$ cat config.mk
export PLATFORM = sky130hd
export DESIGN_NAME = pls_fpu_arbiter
export DESIGN_NICKNAME = d
export VERILOG_FILES = /design/src/rtl/pls_fpu_arbiter.sv
export SDC_FILE = /design/constraint.sdc
export NUM_CORES = 1
export LEC_CHECK = 0
export ABC_AREA = 1
export BUFFER_PORTS_ARGS = -buffer_cell sky130_fd_sc_hd__buf_2
export CORE_AREA = 2 2 124 126
export DETAILED_ROUTE_END_ITERATION = 8
export DIE_AREA = 0 0 126 128
export GPL_TIMING_DRIVEN = 0
export PLACE_DENSITY = 0.4
export SYNTH_ARGS = -nofsm -noshare
export SYNTH_HDL_FRONTEND = slang
export SYNTH_SLANG_ARGS = --single-unit
export TNS_END_PERCENT = 20
$ cat constraint.sdc
create_clock -name aclk -period 3.2 [get_ports aclk]
set_input_delay 0.16 -clock aclk [delete_from_list [all_inputs] [get_ports aclk]]
set_output_delay 0.16 -clock aclk [all_outputs]
set_load 0.005 [all_outputs]
$ cat src/rtl/pls_fpu_arbiter.sv
// pls_fpu_arbiter
// Shares one floating-point add/sub core between two AXI-Stream requesters.
// Requester 0 (configurator) always issues a subtract; requester 1 (sample
// generator) always issues an add. One operation is in flight at a time:
// grant, forward A/B/opcode, route the result back to the owner, release.
//
// Build option:
//   PLS_ARB_RR_EN  defined   -> round-robin tie break (opposite of last winner)
//                  undefined -> fixed priority, requester 1 wins a tie
module pls_fpu_arbiter #(
    parameter int unsigned DATA_SIZE = 32,
    parameter int unsigned OP_SIZE   = 8
) (
    input  logic                 aclk,
    input  logic                 aresetn,
    // requester 0 (configurator, subtract)
    input  logic [DATA_SIZE-1:0] r0_a_tdata,
    input  logic                 r0_a_tvalid,
    output logic                 r0_a_tready,
    input  logic [DATA_SIZE-1:0] r0_b_tdata,
    input  logic                 r0_b_tvalid,
    output logic                 r0_b_tready,
    output logic [DATA_SIZE-1:0] r0_res_tdata,
    output logic                 r0_res_tvalid,
    input  logic                 r0_res_tready,
    // requester 1 (sample generator, add)
    input  logic [DATA_SIZE-1:0] r1_a_tdata,
    input  logic                 r1_a_tvalid,
    output logic                 r1_a_tready,
    input  logic [DATA_SIZE-1:0] r1_b_tdata,
    input  logic                 r1_b_tvalid,
    output logic                 r1_b_tready,
    output logic [DATA_SIZE-1:0] r1_res_tdata,
    output logic                 r1_res_tvalid,
    input  logic                 r1_res_tready,
    // shared floating-point core
    output logic [DATA_SIZE-1:0] fpu_a_tdata,
    output logic                 fpu_a_tvalid,
    input  logic                 fpu_a_tready,
    output logic [DATA_SIZE-1:0] fpu_b_tdata,
    output logic                 fpu_b_tvalid,
    input  logic                 fpu_b_tready,
    output logic [OP_SIZE-1:0]   fpu_op_tdata,
    output logic                 fpu_op_tvalid,
    input  logic                 fpu_op_tready,
    input  logic [DATA_SIZE-1:0] fpu_res_tdata,
    input  logic                 fpu_res_tvalid,
    output logic                 fpu_res_tready,
    // status
    output logic [1:0]           grant,
    output logic                 busy
);

    localparam logic [OP_SIZE-1:0] OP_ADD = '0;
    localparam logic [OP_SIZE-1:0] OP_SUB = OP_SIZE'(1);

    typedef enum logic [1:0] {
        ST_IDLE,
        ST_ISSUE,
        ST_WAIT_RES
    } state_e;

    state_e     state_q;
    logic [1:0] grant_q;
    logic       busy_q;
    logic       a_done_q;
    logic       b_done_q;
    logic       op_done_q;
`ifdef PLS_ARB_RR_EN
    logic       last_q;     // 1 = requester 1 won the previous arbitration
`endif

    logic       req0;
    logic       req1;
    logic       win1;
    logic       in_issue;
    logic       in_wait;
    logic       own_a_tvalid;
    logic       own_b_tvalid;
    logic       own_res_tready;
    logic       a_hs;
    logic       b_hs;
    logic       op_hs;
    logic       res_hs;
    logic       a_done_d;
    logic       b_done_d;
    logic       op_done_d;
    logic       issue_done;

    assign in_issue = (state_q == ST_ISSUE);
    assign in_wait  = (state_q == ST_WAIT_RES);

    // A request only counts when both operands are offered together
    assign req0 = r0_a_tvalid & r0_b_tvalid;
    assign req1 = r1_a_tvalid & r1_b_tvalid;

    // Arbitration: a lone request always wins; a tie follows the build option
    always_comb begin
        win1 = req1;
`ifdef PLS_ARB_RR_EN
        if (req0 && req1) begin
            win1 = ~last_q;
        end
`endif
    end

    // Owner-side views used by the shared core channels
    always_comb begin
        own_a_tvalid   = grant_q[1] ? r1_a_tvalid   : r0_a_tvalid;
        own_b_tvalid   = grant_q[1] ? r1_b_tvalid   : r0_b_tvalid;
        own_res_tready = grant_q[1] ? r1_res_tready : r0_res_tready;
    end

    // Core operand/opcode channels; each drops valid after its own handshake
    always_comb begin
        fpu_a_tvalid  = in_issue & ~a_done_q & own_a_tvalid;
        fpu_b_tvalid  = in_issue & ~b_done_q & own_b_tvalid;
        fpu_op_tvalid = in_issue & ~op_done_q;
        fpu_a_tdata   = grant_q[1] ? r1_a_tdata : r0_a_tdata;
        fpu_b_tdata   = grant_q[1] ? r1_b_tdata : r0_b_tdata;
        fpu_op_tdata  = grant_q[0] ? OP_SUB : OP_ADD;
    end

    // Requester readies: only the owner sees the core's ready, once per beat
    always_comb begin
        r0_a_tready = grant_q[0] & in_issue & ~a_done_q & fpu_a_tready;
        r0_b_tready = grant_q[0] & in_issue & ~b_done_q & fpu_b_tready;
        r1_a_tready = grant_q[1] & in_issue & ~a_done_q & fpu_a_tready;
        r1_b_tready = grant_q[1] & in_issue & ~b_done_q & fpu_b_tready;
    end

    // Result routing: accepted only in WAIT_RES and only toward the owner
    always_comb begin
        fpu_res_tready = in_wait & own_res_tready;
        r0_res_tvalid  = in_wait & grant_q[0] & fpu_res_tvalid;
        r1_res_tvalid  = in_wait & grant_q[1] & fpu_res_tvalid;
        r0_res_tdata   = (in_wait & grant_q[0]) ? fpu_res_tdata : '0;
        r1_res_tdata   = (in_wait & grant_q[1]) ? fpu_res_tdata : '0;
    end

    // Handshake detection and per-channel completion tracking
    always_comb begin
        a_hs       = fpu_a_tvalid & fpu_a_tready;
        b_hs       = fpu_b_tvalid & fpu_b_tready;
        op_hs      = fpu_op_tvalid & fpu_op_tready;
        res_hs     = fpu_res_tvalid & fpu_res_tready;
        a_done_d   = a_done_q | a_hs;
        b_done_d   = b_done_q | b_hs;
        op_done_d  = op_done_q | op_hs;
        issue_done = a_done_d & b_done_d & op_done_d;
    end

    assign grant = grant_q;
    assign busy  = busy_q;

    // Operation sequencer: IDLE -> ISSUE -> WAIT_RES -> IDLE
    always_ff @(posedge aclk or negedge aresetn) begin
        if (!aresetn) begin
            state_q   <= ST_IDLE;
            grant_q   <= '0;
            busy_q    <= 1'b0;
            a_done_q  <= 1'b0;
            b_done_q  <= 1'b0;
            op_done_q <= 1'b0;
`ifdef PLS_ARB_RR_EN
            last_q    <= 1'b1;
`endif
        end else begin
            case (state_q)
                ST_IDLE: begin
                    if (req0 || req1) begin
                        grant_q   <= win1 ? 2'b10 : 2'b01;
                        busy_q    <= 1'b1;
                        a_done_q  <= 1'b0;
                        b_done_q  <= 1'b0;
                        op_done_q <= 1'b0;
`ifdef PLS_ARB_RR_EN
                        last_q    <= win1;
`endif
                        state_q   <= ST_ISSUE;
                    end
                end
                ST_ISSUE: begin
                    a_done_q  <= a_done_d;
                    b_done_q  <= b_done_d;
                    op_done_q <= op_done_d;
                    if (issue_done) begin
                        state_q <= ST_WAIT_RES;
                    end
                end
                ST_WAIT_RES: begin
                    if (res_hs) begin
                        grant_q <= '0;
                        busy_q  <= 1'b0;
                        state_q <= ST_IDLE;
                    end
                end
                default: begin
                    grant_q <= '0;
                    busy_q  <= 1'b0;
                    state_q <= ST_IDLE;
                end
            endcase
        end
    end

endmodule

# Word level (Yosys, flattened, before mapping)
# Cells that the tools add are included.
# op_classes
n_bitwise	35
n_eq_ne	5
n_mux	22
reduce_logical	6
# op_table
op	count
$mux W32	4
$and A1 B1 Y1	28
$pmux W2 S3	2
$mux W2	5
$mux W1	7
$pmux W1 S2	3
$reduce_and A3 Y1	2
$ne A2 B1 Y1 const B	2
$not A1 Y1	4
$or A1 B1 Y1	3
$pmux W1 S3	1
$eq A2 B1 Y1 const B	1
$eq A2 B2 Y1 const B	1
$logic_not A2 Y1	1
$ne A2 B2 Y1 const B	1
$reduce_and A2 Y1	1
$reduce_bool A2 Y1	1
$logic_or A1 B1 Y1	1
# totals
inputBits	172
ff_bits	8

# Depth between registers and ports, before layout
# depth
word_depth	9
depth_mapped	9
ltp_nobuf	8

# Least setup slack after synthesis
# Ideal clock, no wire load.
# synth_timing
kind	register to output
start	reg grant_q[1] (netlist: grant[1])
end	out fpu_a_tdata[10]
path_buffers	3
path_stages_with_launch	7
path_slack_ns	1.990
arrival_ns	1.050
path_cell_list	dfrtp_1 buf_2 inv_2 buf_2 buf_2 nand2_1 nand2_1
# synth_via
elab_chain_len	1
# synth_lines
element	line	text
from (decl)	64	logic [1:0] grant_q;
from (signal assigned)	172	grant_q <= win1 ? 2'b10 : 2'b01;
$mux W32	119	fpu_a_tdata = grant_q[1] ? r1_a_tdata : r0_a_tdata;
to (decl)	37	output logic [DATA_SIZE-1:0] fpu_a_tdata,
# Every way passes these cells.

# Worst setup path after layout
# layout_timing
start	reg grant_q[1] (netlist: grant[1])
end	out fpu_b_tdata[3]
# layout_via
elab_chain_len	1
# layout_lines
element	line	text
$mux W32	120	fpu_b_tdata = grant_q[1] ? r1_b_tdata : r0_b_tdata;
to (decl)	40	output logic [DATA_SIZE-1:0] fpu_b_tdata,
# Every way passes these cells.

==> results.yml <==
logic_synthesis:
  synth_compound_gate_area_share_pct: 2.71
  synth_fa_ha_area_share_pct: 0
  ys_flop_type: "dfrtp_1"
  synthSimpleGateAreaFrac_pct: 67.1
  synth.distinct_cells: 21
  synthMuxAreaShare_pct: 0
  yosys-top-cells-area: "nand2_1, nor2_1, dfrtp_1, inv_1, buf_2"
  ys_seq_elements: 8
  synth.cell_area_um2: 1800
  synth.top_cells.by_count: "nand2_1, nor2_1, inv_1"
  synth_top_area_cell: "nand2_1"
  synth-seq-area-share_pct: 11.1
  synth-warning-count: 0
  number_of_synthesized_flops_with_an_enable_pin: 0
  combinational_family_with_the_most_area_after_synthesis: "simple AND/OR/NAND/NOR gates"
  async_flop_share_pct: 100
  synth_cells: 402
  synth_most_common_cell: "nand2_1"
  post-synth-top-area-fraction_pct: 45.7
  mean_instance_size_in_the_synthesized_netlist_um2: 4.48
  synth-xor-area-share_pct: 0
route:
  remaining_drc_errors: 0
  drt_first_iter_violations: 119
  via_per_inst: 3.71
  ant_nets: 0
  per_cell_routed_wire_length_um: 11.9
  dr.pass1.iters: 4
  routed_wl_um: 10900
  vias: 3384
sta:
  max_freq_mhz: 536
  timing.setup.tns_ns: 0
  slew_viol_final: 0
  timing.final.hold_violations: 0
  setup_clock_skew_after_layout_ns: 0.000811
  layout_worst_path_cycle_share_pct: 58.3
  grt_setup_unrepaired: "false"
  timing.final.crit_period_ns: 1.86
  total_of_endpoints_with_negative_setup_slack_in_the_final_report: 0
job:
  max_cap_viol_count: 0
power_and_ir_drop:
  power_per_cell_area_nw_per_um2: 482
  leakagePower_nw: 2.72
  max_ir_drop_vdd_uv: 188
global_routing:
  grt_use_total_pct: 12.0
  grt_antenna_before_repair: 1
  grt_first_pass_wirelength_um: 15800
  grt_max_degree: 11
  globalRoute.totalOverflow: 0
  grt_pass1_vias: 3010
cts:
  cts_root_buf: "clkbuf_16"
  worst_setup_hold_path_clk_slew_ns: 0.04
  clock_tree_sinks: 8
  cts.path.max_buffers: 2
  cts_max_level: 1
  cts_tree: "yes"
  worst_skew_pair.late_latency_ns: 0.23
  cts_inserted_buffers: 3
  post-cts-setup-buffer-count: 0
setup_path:
  timing.critical_path.to_type: "output port"
  r2r_start: "grant[1]"
  cpMaxStageDelayCell: "dfrtp_1"
  worstPathBufferInverterCount: 5
  worst-endpoint-required_ns: 3.04
  critical_path.cell_chain: "buf_2 > inv_2 > buf_2 > buf_2 > nand2_1 > nand2_1 > buf_2"
  launching_instance_or_port_of_the_critical_path: "grant[1]"
  startpoint_type: "register"
  crit_path_frequent_cell: "buf_2"
  crit_type: "reg -> out"
  crit_path_max_fanout: 10
  crit_family: "buffers and inverters"
  cpPeakStageDelay_ns: 0.36
  timing.critical_path.arrival_ns: 1.70
layout:
  finish.instance_area_um2: 3710
  antenna-diode-count: 0
  final-seq-area_um2: 200
  nNetsFinal: 899
  layout-area-overhead-vs-synth_pct: 106
  drive_gt1_share_pct: 48.4
  post_layout_nonfiller_instances: 913
  multi_input_comb_area_um2: 1280
  fillCellCount: 1781
die:
  die_area_um2: 16100
  rows: 45
  effective_utilization_at_floorplan_pct: 12.1
  core_area_um2: 14900
  dieWidth_um: 126
  ios: 321
  die_y_um: 128
placed_design:
  place.gp.congestion: 0.749
  placement.io_buffers: 313
  dpl.hpwl_um: 9540
  place.detailed.instances: 909
  placed_cell_area_um2: 3620
status:
  status: "complete, no violations"
worst_hold_path:
  hold_class: "in -> reg"
  worst_hold_startpoint: "r1_b_tvalid"
-- per-stage QoR --
| step | hold slack (ns) | util, % | total power [mW] | setup slack [ns] |
|---|---|---|---|---|
| floorplan | -0.136 | - | 0.941 | 1.99 |
| global placement | 0.0241 | 24.4 | 1.62 | 1.51 |
| detailed placement | 0.0241 | 24.4 | 1.61 | 1.48 |
| CTS | 0.254 | 24.9 | 1.83 | 1.23 |
| global route | 0.286 | 24.9 | 2.01 | 1.15 |
| finish | 0.246 | 24.9 | 1.79 | 1.34 |
-- logic make-up after synthesis --
logic type	Yosys count
other cells	1
compound gates	7
simple gates	310
buf+inv	76
flops	8
-- worst reg2reg max path: stages, from the launching register on --
cell and delay (ns):
dfrtp_1 0.36, buf_2 0.19, inv_2 0.11, nand2_1 0.07
nand2_1 0.06, nand2_1 0.08, a21oi_2 0.16, nand2_1 0.11
nand2_1 0.07, o21ai_1 0.06
-- path summary, 6_finish.rpt --
kind,end,slack [ns],cells after the start
hold reg to reg,busy,0.47,2
hold / removal,grant[1],0.25,3
setup reg to reg,grant[1],1.82,9
min in group asynchronous,busy,0.32,2
max in group asynchronous,state_q[0],2.70,2
setup / recovery,fpu_b_tdata[3],1.34,7
-- cell usage in the layout (no fill, tap or decap), drive strengths merged --
cell and count:
a21boi 1, a21oi 4, buf 340, clkbuf 5
conb 7, dfrtp 8, dlygate4sd3 1, inv 47
nand2 220, nand3 3, nand4 1, nor2 80
nor3 4, nor4 2, o21ai 2
-- registers in the layout, summed over array words and instances (netlist names) --
name and flops:
grant 2, op_done_q 1, state_q 2, busy 1, a_done_q 1, b_done_q 1
-- timing repair --
action	4_1_cts	5_1_grt
endpoints found under the hold margin	8	0
resized for setup	0	0
hold buffers	1	0
-- final cells by class --
cell class | count | share of cell area [%]
Buffer | 29 | 4.39
Clock buffer | 3 | 2.02
Inverter | 47 | 4.76
Multi-Input combinational cell | 324 | 34.6
Sequential cell | 8 | 5.40
Tap cell | 188 | 6.34
Timing Repair Buffer | 314 | 42.5
-- layer usage --
layer	vias up	global-route usage, %	routed length, µm
met5	-	0	13
li1	1795	-	-
met4	2	1.03	43
met2	172	22.3	5580
met1	1409	15.0	4300
met3	6	2.34	955
-- power by group --
part           leakage (nW)  internal, mW  total, mW  switching (mW)
combinational          2.58         0.562       1.38           0.819
clock                0.0370         0.161      0.211          0.0497
sequential           0.0994         0.149      0.197          0.0483
total                  2.72         0.872       1.79           0.917
No activity file was read; power rests on OpenSTA's default activity.
